--- config.mk ---
export PLATFORM = sky130hd
export DESIGN_NAME = product_accum_tt
export DESIGN_NICKNAME = d
export VERILOG_FILES = /design/src/rtl/product_accum_tt.sv
export SDC_FILE = /design/constraint.sdc
export NUM_CORES = 1
export LEC_CHECK = 0
export ABC_CLOCK_PERIOD_IN_PS = 6300
export CAP_MARGIN = 20
export CORE_MARGIN = 2
export CORE_UTILIZATION = 43
export DETAILED_ROUTE_END_ITERATION = 8
export PLACE_DENSITY_LB_ADDON = 0.05
export SLEW_MARGIN = 40
export SYNTH_ARGS = -nofsm -noshare
export SYNTH_HDL_FRONTEND = slang
export SYNTH_SLANG_ARGS = --single-unit
--- constraint.sdc ---
create_clock -name clk -period 6.3 [get_ports clk]
set_clock_uncertainty 0.1 [all_clocks]
set_input_delay 0.945 -clock clk [delete_from_list [all_inputs] [get_ports clk]]
set_output_delay 0.945 -clock clk [all_outputs]
set_load 0.05 [all_outputs]
--- src/rtl/product_accum_tt.sv ---
// Burst accumulator of signed 8-bit Booth products into a 16-bit sum, read out as two bytes.
// Optional macro PRODUCT_ACCUM_SAT_EN: saturating adds with a sticky ovf flag (default build wraps, ovf=0).
module product_accum_tt #(
  parameter int CNT_W = 4
) (
  input  logic             clk,
  input  logic             rst,
  input  logic             ena,
  input  logic             start,
  input  logic             keep,
  input  logic [CNT_W-1:0] len,
  input  logic             prod_valid,
  input  logic [7:0]       prod_data,
  output logic             prod_ready,
  input  logic             out_ready,
  output logic             out_valid,
  output logic [7:0]       uio_out,
  output logic [7:0]       uio_oe,
  output logic             busy,
  output logic             ovf
);

  // Handshakes: a product transfers on a rising edge where prod_valid && prod_ready;
  // a result byte transfers on a rising edge where out_valid && out_ready. Both are
  // only live while ena=1, and out_valid/uio_out never change while out_ready=0.

  typedef enum logic [1:0] {
    IDLE   = 2'd0,
    ACC    = 2'd1,
    OUT_LO = 2'd2,
    OUT_HI = 2'd3
  } state_t;

  state_t state, state_nxt;

  // One extra bit so a zero length can load the full 2^CNT_W count.
  logic [CNT_W:0] cnt, cnt_nxt;
  logic [15:0]    acc, acc_nxt;
  logic           ovf_r, ovf_nxt;

  logic [16:0] sum_ext;
  logic        add_ovf;
  logic [15:0] add_res;
  logic        sat_hit;

  assign sum_ext = {acc[15], acc} + {{9{prod_data[7]}}, prod_data};
  assign add_ovf = sum_ext[16] ^ sum_ext[15];

`ifdef PRODUCT_ACCUM_SAT_EN
  // On overflow the clamp direction follows the accumulator sign (operand signs agree).
  assign add_res = add_ovf ? (acc[15] ? 16'h8000 : 16'h7FFF) : sum_ext[15:0];
  assign sat_hit = add_ovf;
`else
  assign add_res = sum_ext[15:0];
  assign sat_hit = 1'b0;
`endif

  always_ff @(posedge clk or posedge rst) begin
    if (rst) begin
      state <= IDLE;
      cnt   <= '0;
      acc   <= '0;
      ovf_r <= 1'b0;
    end else begin
      state <= state_nxt;
      cnt   <= cnt_nxt;
      acc   <= acc_nxt;
      ovf_r <= ovf_nxt;
    end
  end

  always_comb begin
    state_nxt = state;
    cnt_nxt   = cnt;
    acc_nxt   = acc;
    ovf_nxt   = ovf_r;
    if (ena) begin
      case (state)
        IDLE: begin
          if (start) begin
            state_nxt = ACC;
            cnt_nxt   = (len == '0) ? {1'b1, {CNT_W{1'b0}}} : {1'b0, len};
            if (!keep) begin
              acc_nxt = '0;
              ovf_nxt = 1'b0;
            end
          end
        end
        ACC: begin
          if (prod_valid) begin
            acc_nxt = add_res;
            ovf_nxt = ovf_r | sat_hit;
            cnt_nxt = cnt - 1'b1;
            if (cnt == (CNT_W+1)'(1)) state_nxt = OUT_LO;
          end
        end
        OUT_LO: begin
          if (out_ready) state_nxt = OUT_HI;
        end
        OUT_HI: begin
          if (out_ready) state_nxt = IDLE;
        end
        default: state_nxt = IDLE;
      endcase
    end
  end

  // Outputs decode registered state/acc only, so they freeze whenever ena=0.
  always_comb begin
    prod_ready = ena && (state == ACC);
    out_valid  = (state == OUT_LO) || (state == OUT_HI);
    busy       = (state != IDLE);
    uio_out    = 8'h00;
    if (state == OUT_LO) uio_out = acc[7:0];
    if (state == OUT_HI) uio_out = acc[15:8];
    uio_oe     = out_valid ? 8'hFF : 8'h00;
  end

  assign ovf = ovf_r;

endmodule

## Yosys cells after proc, flatten, opt, wreduce, memory -nomap -nowiden

Cells that the tools add are included.

| cells by class | value |
|---|---|
| order comparisons | 0 |
| equality and inequality tests | 10 |
| bitwise logic cells | 0 |
| $add $sub $neg | 2 |
| reductions and logical operators | 9 |
| div/mod/pow operators | 0 |
| multipliers | 0 |
| shift operators | 0 |
| muxes and demuxes | 17 |

Operators with widths:

| kind | count |
|---|---|
| two-way mux 16 bit | 3 |
| case mux 16 bit (2 select lines) | 1 |
| two-way mux 8 bit | 3 |
| adder 16 x 8 -> 16 bit | 1 |
| two-way mux 5 bit | 3 |
| != test 2 bit (second input constant) | 6 |
| two-way mux 2 bit | 5 |
| case mux 5 bit (2 select lines) | 1 |
| case mux 2 bit (4 select lines) | 1 |
| AND reduction 6 bit | 1 |
| equality test 5 x 1 -> 1 bit (second input constant) | 1 |
| AND reduction 5 bit | 1 |
| subtractor 5 x 1 -> 5 bit (second input constant) | 1 |
| equality test 2 bit (second input constant) | 2 |
| zero test 4 bit | 1 |
| AND reduction 4 bit | 1 |
| nonzero test 2 bit | 2 |
| equality test 2 x 1 -> 1 bit (second input constant) | 1 |
| zero test 2 bit | 1 |
| logical AND 1 bit | 1 |
| logical OR 1 bit | 1 |

| storage, ports and cells | value |
|---|---|
| logic and storage cells | 41 |
| memories | 0 |
| bits in latches | 0 |
| output and inout bits | 20 |
| memory bits (writable) | 0 |
| bits of input ports | 19 |
| register bits | 23 |
| ROM bits | 0 |

## Logic depth before layout (Yosys ltp)

Gate-level depths: netlist of the first run.

| logic depth | value |
|---|---|
| depth after elaboration | 4 |
| gate-level depth with buffers | 10 |
| mapped depth without buffers | 9 |

## Worst setup path before layout of the first run

OpenSTA, ideal clock, no wires.

| timing | value |
|---|---|
| path type | reg-to-output |
| from | reg state[0] |
| to | out uio_out[1] |
| arrival time | 1.998 ns |
| buffers on the path | 1 |
| required time | 5.255 ns |
| stages on the path, launching flop included | 6 |
| path slack | 3.257 ns |
| path through | dfrtp_1 inv_1 ha_1 clkbuf_1 nand2_1 o21ai_0 |

| between the ends | value |
|---|---|
| word-level cells in the longest chain between the ends | 3 |
| elaborated cells on any way between the ends | 4 |

RTL lines:

| element | RTL line | text |
|---|---|---|
| start, declared | 34 | `state_t state, state_nxt;` |
| start signal, assigned | 65 | `state <= state_nxt;` |
| equality test 2 bit | 114 | `if (state == OUT_LO) uio_out = acc[7:0];` |
| two-way mux 8 bit | 114 |  |
| two-way mux 8 bit (*) | 115 | `if (state == OUT_HI) uio_out = acc[15:8];` |
| end, declared | 17 | `output logic [7:0] uio_out,` |

Mark *: on every way between the ends. The rest lies on a longest branch, timed or not.

## Worst setup path after layout of the first run

| timing | value |
|---|---|
| from | reg state[1] |
| to | out uio_oe[0] |

| between the ends | value |
|---|---|
| word-level cells in the longest chain between the ends | 3 |
| elaborated cells on any way between the ends | 4 |

RTL lines:

| element | RTL line | text |
|---|---|---|
| equality test 2 bit | 111 | `out_valid = (state == OUT_LO) \|\| (state == OUT_HI);` |
| logical OR 1 bit (*) | 111 |  |
| two-way mux 8 bit (*) | 116 | `uio_oe = out_valid ? 8'hFF : 8'h00;` |
| end, declared | 18 | `output logic [7:0] uio_oe,` |

Marked as above.

==> flow_metrics.py, run 1 <==
metrics = {
    "power": {
        "p_per_area_nw_per_um2": 548,
        "finalPower_uw": 1300,
        "p_leak_uw": 0.00102,
        "ir_drop_mv": 0.469,
    },
    "sta": {
        "fin_tns_setup_ns": 0,
        "rsz0062_at_grt": "no",
        "max_freq_mhz": 296,
        "hold_slack_ns": 0.421,
        "relSlewSlack": 0.595,
        "setup_viol_count_final": 0,
        "hold_viol_final": 0,
        "drv_slew": 0,
        "finalCriticalPeriod_ns": 3.38,
        "period_share": 0.536,
        "worst_slew_pin_slew_ns": 0.608,
    },
    "clocking": {
        "cts_resized": 0,
        "clk_path_buf_depth": 2,
        "path_clk_slew_ns": 0.08,
        "htreeDepth": 1,
        "cts.sinks": 23,
        "clk_latency_ns": 0.27,
        "cts_hold_buf": 0,
        "root_buffer": "clkbuf_8",
        "post-cts-setup-buffers": 0,
        "cts_tree": "built",
        "numCtsBuffers": 3,
    },
    "yosys": {
        "synth_edf_count": 0,
        "ys.flop_type": "dfrtp_1",
        "synthesis.nets": 285,
        "postSynthCellCount": 244,
        "avgSynthCellArea_um2": 8.10,
        "synth_warnings": 0,
        "ys_seq_area_frac": 0.291,
        "ys_async_sr_fraction": 1.00,
        "synth_area_um2": 1980,
        "yosysUniqueCellTypes": 44,
        "ys_ff_latch": 23,
    },
    "routing": {
        "vias": 1769,
        "wl_met2_um": 2240,
        "drc_errors": 0,
        "detail-route-antenna-nets": 0,
        "routed_wl_um": 4680,
        "wl_per_cell_um": 14.6,
        "via_per_inst": 5.51,
        "highest_layer": "met4",
        "drtPass1Iterations": 4,
        "wl_met3_um": 282,
        "drt_iter0_drc": 125,
        "wl_met1_um": 2130,
    },
    "floorplan": {
        "die_area_um2": 5150,
        "core_um2": 4380,
        "rows": 24,
        "initial_core_util": 0.451,
        "die_w_um": 71.8,
        "die_h_um": 71.8,
        "io_pins": 39,
    },
    "global_route": {
        "grt_pass1_vias": 1714,
        "gr-total-overflow": 0,
        "grt_max_degree": 24,
        "grt_pass1_wl_um": 8150,
        "antenna_found_initial": 0,
        "track_usage": 0.198,
    },
    "cells_and_area": {
        "final_nets": 311,
        "drive_above_1_share": 0.0520,
        "syn2layout_area_growth_pct": 19.8,
        "antenna_cells": 0,
        "finalCoreUtilization": 0.540,
    },
    "setup_path": {
        "critPathCaptureType": "primary output",
        "crit_path_start_kind": "flop",
        "crit_required_ns": 5.25,
        "path_class": "flop to primary output",
        "critPathArrivalTime_ns": 2.33,
        "worstPathMaxFanout": 16,
    },
    "placed_design": {
        "dp_hpwl_um": 3590,
        "port_buffers": 37,
        "place_congestion": 0.898,
    },
    "status": {
        "status": "complete, no violations",
    },
    "hold_path": {
        "hold_path.class": "flop to flop",
    },
    "run": {
        "maxCapViolCount": 0,
    },
}
[path summary, 6_finish.rpt]
kind / start / end / slack [ns] / cells past startpoint
max: state[1] / uio_oe[0] / 2.92 / 4
min: cnt[1] / cnt[1] / 0.42 / 2
max reg2reg: state[1] / acc[10] / 3.77 / 7
min reg2reg: cnt[1] / cnt[1] / 0.42 / 2
max in group asynchronous: rst / acc[12] / 4.83 / 2
min in group asynchronous: rst / acc[0] / 0.92 / 2
[flip-flops by register name (all words and copies together), names as in the netlist]
name / flops
state: 2
cnt: 5
acc: 16
[layout make-up]
type | count | area [µm²]
sequential | 23 | 576
fill | 422 | 2020
multi-input combinational | 191 | 1260
inverter | 14 | 52.6
timing repair buffer | 37 | 370
clock buffer | 4 | 45.0
tap | 52 | 65.1
[metal layers]
layer  up-vias  GRT usage
met5         -          0
met4         0     0.0314
met3         6     0.0267
met2        65      0.353
met1       806      0.259
li1        892          -
[critical path, cell delays in order (launching register included)]
cell,delay (ns)
dfrtp_1,0.40
ha_1,0.50
nor2_1,0.13
inv_1,0.20
clkdlybuf4s50_1,0.84
[metrics by stage]
step / cell area (µm²) / setup slack, ns / instances
3_3_place_gp: 2310 / 2.93 / 317
4_1_cts: 2360 / 2.87 / 321
6_report: 2370 / 2.92 / 321
3_5_place_dp: 2310 / 2.93 / 317
5_1_grt: 2370 / 2.70 / 321
2_1_floorplan: 1980 / 3.26 / 244
[cell usage in the layout (no fill, tap or decap), types with 2 or more instances in the layout]
| cell type | instances |
|---|---|
| o41ai_2 | 2 |
| inv_1 | 12 |
| inv_2 | 2 |
| o21bai_1 | 3 |
| dfrtp_1 | 23 |
| nand2b_1 | 2 |
| nor2b_1 | 3 |
| nand4_1 | 2 |
| o21ai_1 | 4 |
| and2_1 | 2 |
| nor2_1 | 10 |
| a21oi_1 | 18 |
| nor3_1 | 3 |
| o22a_1 | 2 |
| a21o_1 | 3 |
| o31ai_1 | 4 |
| nand2_1 | 42 |
| xnor2_1 | 8 |
| ha_1 | 21 |
| xor2_1 | 6 |
| clkdlybuf4s50_1 | 37 |
| a31oi_1 | 5 |
| o21ai_0 | 30 |
| clkbuf_8 | 3 |
| a22o_1 | 2 |
[power by group]
group	leakage (µW)	total, µW	internal (µW)	switching (µW)
Sequential	0.000293	269	210	59.3
Clock	0.0000228	97.5	45.3	52.2
Combinational	0.000705	932	331	601
[kinds of logic (layout without fill, tap and decap cells)]
group,after synthesis,after routing,share of synthesized area
flip-flops,23,23,0.291
adder cells (fa/ha/maj),22,22,0.143
AO/OA/AOI/OAI,82,82,0.260
buffers and inverters,30,55,0.0754
AND/OR/NAND/NOR,70,70,0.155
XOR/XNOR,14,14,0.0621
other,1,1,0.00190
multiplexers,2,2,0.0108
[cell usage after synthesis, types with 2 or more instances]
cell type	count	area share
nand2_1	42	0.080
o21ai_0	30	0.076
dfrtp_1	23	0.29
ha_1	21	0.13
a21oi_1	18	0.046
inv_1	13	0.025
nor2_1	10	0.019
buf_4	9	0.034
xnor2_1	8	0.035
xor2_1	6	0.027
a31oi_1	5	0.016
clkbuf_1	5	0.0095
o21ai_1	4	0.010
o31ai_1	4	0.015
a21o_1	3	0.011
nor2b_1	3	0.0095
nor3_1	3	0.0076
o21bai_1	3	0.011
a22o_1	2	0.0089
and2_1	2	0.0063
buf_2	2	0.0051
nand2b_1	2	0.0063
nand4_1	2	0.0063
o21ai_2	2	0.0089
o22a_1	2	0.0089
o41ai_2	2	0.016
No activity file was read; power rests on OpenSTA's default activity.
==> inputs of run 2 (changes only) <==
- ABC_CLOCK_PERIOD_IN_PS: 6300 -> 3150
- clock period: 6.3 -> 3.15 ns (I/O delays scaled with it)
==> run 2 against run 1 <==
  * Sequential cell count unchanged
  * Sequential power up 100%
  * Utilization up 0.20 points
  * Critical path depth unchanged
  * Sequential share of layout area down 0.090 points
  * Die area unchanged
  * Critical endpoint unchanged
  * Worst hold slack better by 0.013 ns
  * Setup slack worse by 2.7 ns
  * Combinational power up 100%
  * Global-route usage up 0.18 points
  * Cell count up 0.31%
==> flow_metrics.py, run 2 (same netlist as run 1, synthesis figures left out) <==
metrics = {
    "cells_and_area": {
        "largest_register_ffs": 16,
        "final_common_cell": "nand2_1",
        "regMostFlops": "acc",
        "drive_above_1_share": 0.0593,
        "final_nets": 312,
        "reg.largest.list": "acc: 16 flops, cnt: 5 flops, state: 2 flops",
        "mostFrequentLayoutCells": "nand2_1, clkdlybuf4s50_1, o21ai_0",
        "syn2layout_area_growth_pct": 20.3,
        "antenna_cells": 0,
    },
    "clocking": {
        "post-cts-setup-buffers": 0,
        "htreeDepth": 1,
        "numCtsBuffers": 3,
        "cts_hold_buf": 0,
        "clk_latency_ns": 0.27,
        "path_clk_slew_ns": 0.09,
        "cts.sinks": 23,
        "cts_resized": 0,
        "cts_tree": "built",
        "root_buffer": "clkbuf_8",
        "clk_path_buf_depth": 2,
    },
    "global_route": {
        "gr-total-overflow": 0,
        "grt_pass1_wl_um": 8220,
        "antenna_found_initial": 0,
        "grt_pass1_vias": 1783,
        "grt_max_degree": 24,
        "track_usage": 0.200,
    },
    "sta": {
        "relSlewSlack": 0.646,
        "hold_viol_final": 0,
        "rsz0062_at_grt": "no",
        "drv_slew": 0,
        "worst_slew_pin_slew_ns": 0.531,
        "setup_viol_count_final": 0,
        "fin_tns_setup_ns": 0,
        "finalCriticalPeriod_ns": 2.91,
        "max_freq_mhz": 344,
        "hold_slack_ns": 0.434,
        "period_share": 0.924,
    },
    "floorplan": {
        "die_w_um": 71.8,
        "initial_core_util": 0.451,
        "io_pins": 39,
        "rows": 24,
        "die_h_um": 71.8,
        "die_area_um2": 5150,
        "core_um2": 4380,
    },
    "placed_design": {
        "dp_hpwl_um": 3710,
        "place_congestion": 0.949,
        "port_buffers": 37,
    },
    "setup_path": {
        "critPathArrivalTime_ns": 2.34,
        "path_class": "flop to primary output",
        "worstPathMaxFanout": 16,
        "crit_path_start_kind": "flop",
        "crit_required_ns": 2.58,
        "critPathCaptureType": "primary output",
    },
    "routing": {
        "drc_errors": 0,
        "detail-route-antenna-nets": 0,
        "wl_per_cell_um": 14.8,
        "drtPass1Iterations": 4,
        "vias": 1778,
        "via_per_inst": 5.52,
        "drt_iter0_drc": 121,
        "routed_wl_um": 4770,
    },
    "status": {
        "status": "complete, no violations",
    },
    "power": {
        "p_per_area_nw_per_um2": 1100,
        "ir_drop_mv": 1.02,
        "p_leak_uw": 0.00103,
    },
    "hold_path": {
        "hold_path.class": "flop to flop",
    },
    "run": {
        "maxCapViolCount": 0,
    },
}
run 2: cell count changes in the layout (fill, tap and decap cells not counted):
cell      previous run  this run
buf_4                0         1
clkbuf_1             1         0
clkinv_2             0         1
run 2: layout make-up:
cell class | instances | area, µm²
Sequential cell | 23 | 576
Fill cell | 417 | 2010
Clock inverter | 1 | 5.00
Clock buffer | 3 | 41.3
Multi-Input combinational cell | 191 | 1260
Inverter | 14 | 52.6
Tap cell | 52 | 65.1
Timing Repair Buffer | 38 | 378
run 2: through the flow:
stage | utilization | instance area [µm²] | setup slack (ns) | instances | power (µW)
6_report | 0.542 | 2380 | 0.240 | 322 | 2620
3_3_place_gp | 0.530 | 2320 | 0.332 | 318 | 2420
2_1_floorplan | - | 1980 | 0.580 | 244 | 2000
4_1_cts | 0.540 | 2370 | 0.198 | 322 | 2620
5_1_grt | 0.542 | 2380 | 0.0246 | 322 | 2830
3_5_place_dp | 0.530 | 2320 | 0.291 | 318 | 2420
run 2: metal layers:
layer  up-vias  part of all wire  GRT usage
met5         -                 0          0
met4         0            0.0057     0.0398
met3         4             0.040     0.0281
met2        45              0.48      0.342
met1       835              0.47      0.270
li1        894                 -          -
run 2: path summary, 6_finish.rpt:
path	start	to	slack, ns	depth (start not counted)
setup / recovery	state[1]	uio_oe[0]	0.24	4
hold / removal	cnt[1]	cnt[1]	0.43	2
setup reg to reg	acc[0]	acc[14]	0.84	9
hold reg to reg	cnt[1]	cnt[1]	0.43	2
max in group asynchronous	rst	state[0]	2.14	2
min in group asynchronous	rst	cnt[4]	0.45	2
run 2: worst max-delay path, cell delays in order (launching register included):
cell             delay [ns]
dfrtp_1                0.41
ha_1                   0.47
nor2_1                 0.13
inv_1                  0.20
clkdlybuf4s50_1        0.85
run 2: report_power, final:
group          switching (µW)  internal, µW  total [µW]
clock network             108          88.6         196
registers                 123           419         542
logic                    1210           669        1880
total                    1440          1180        2620
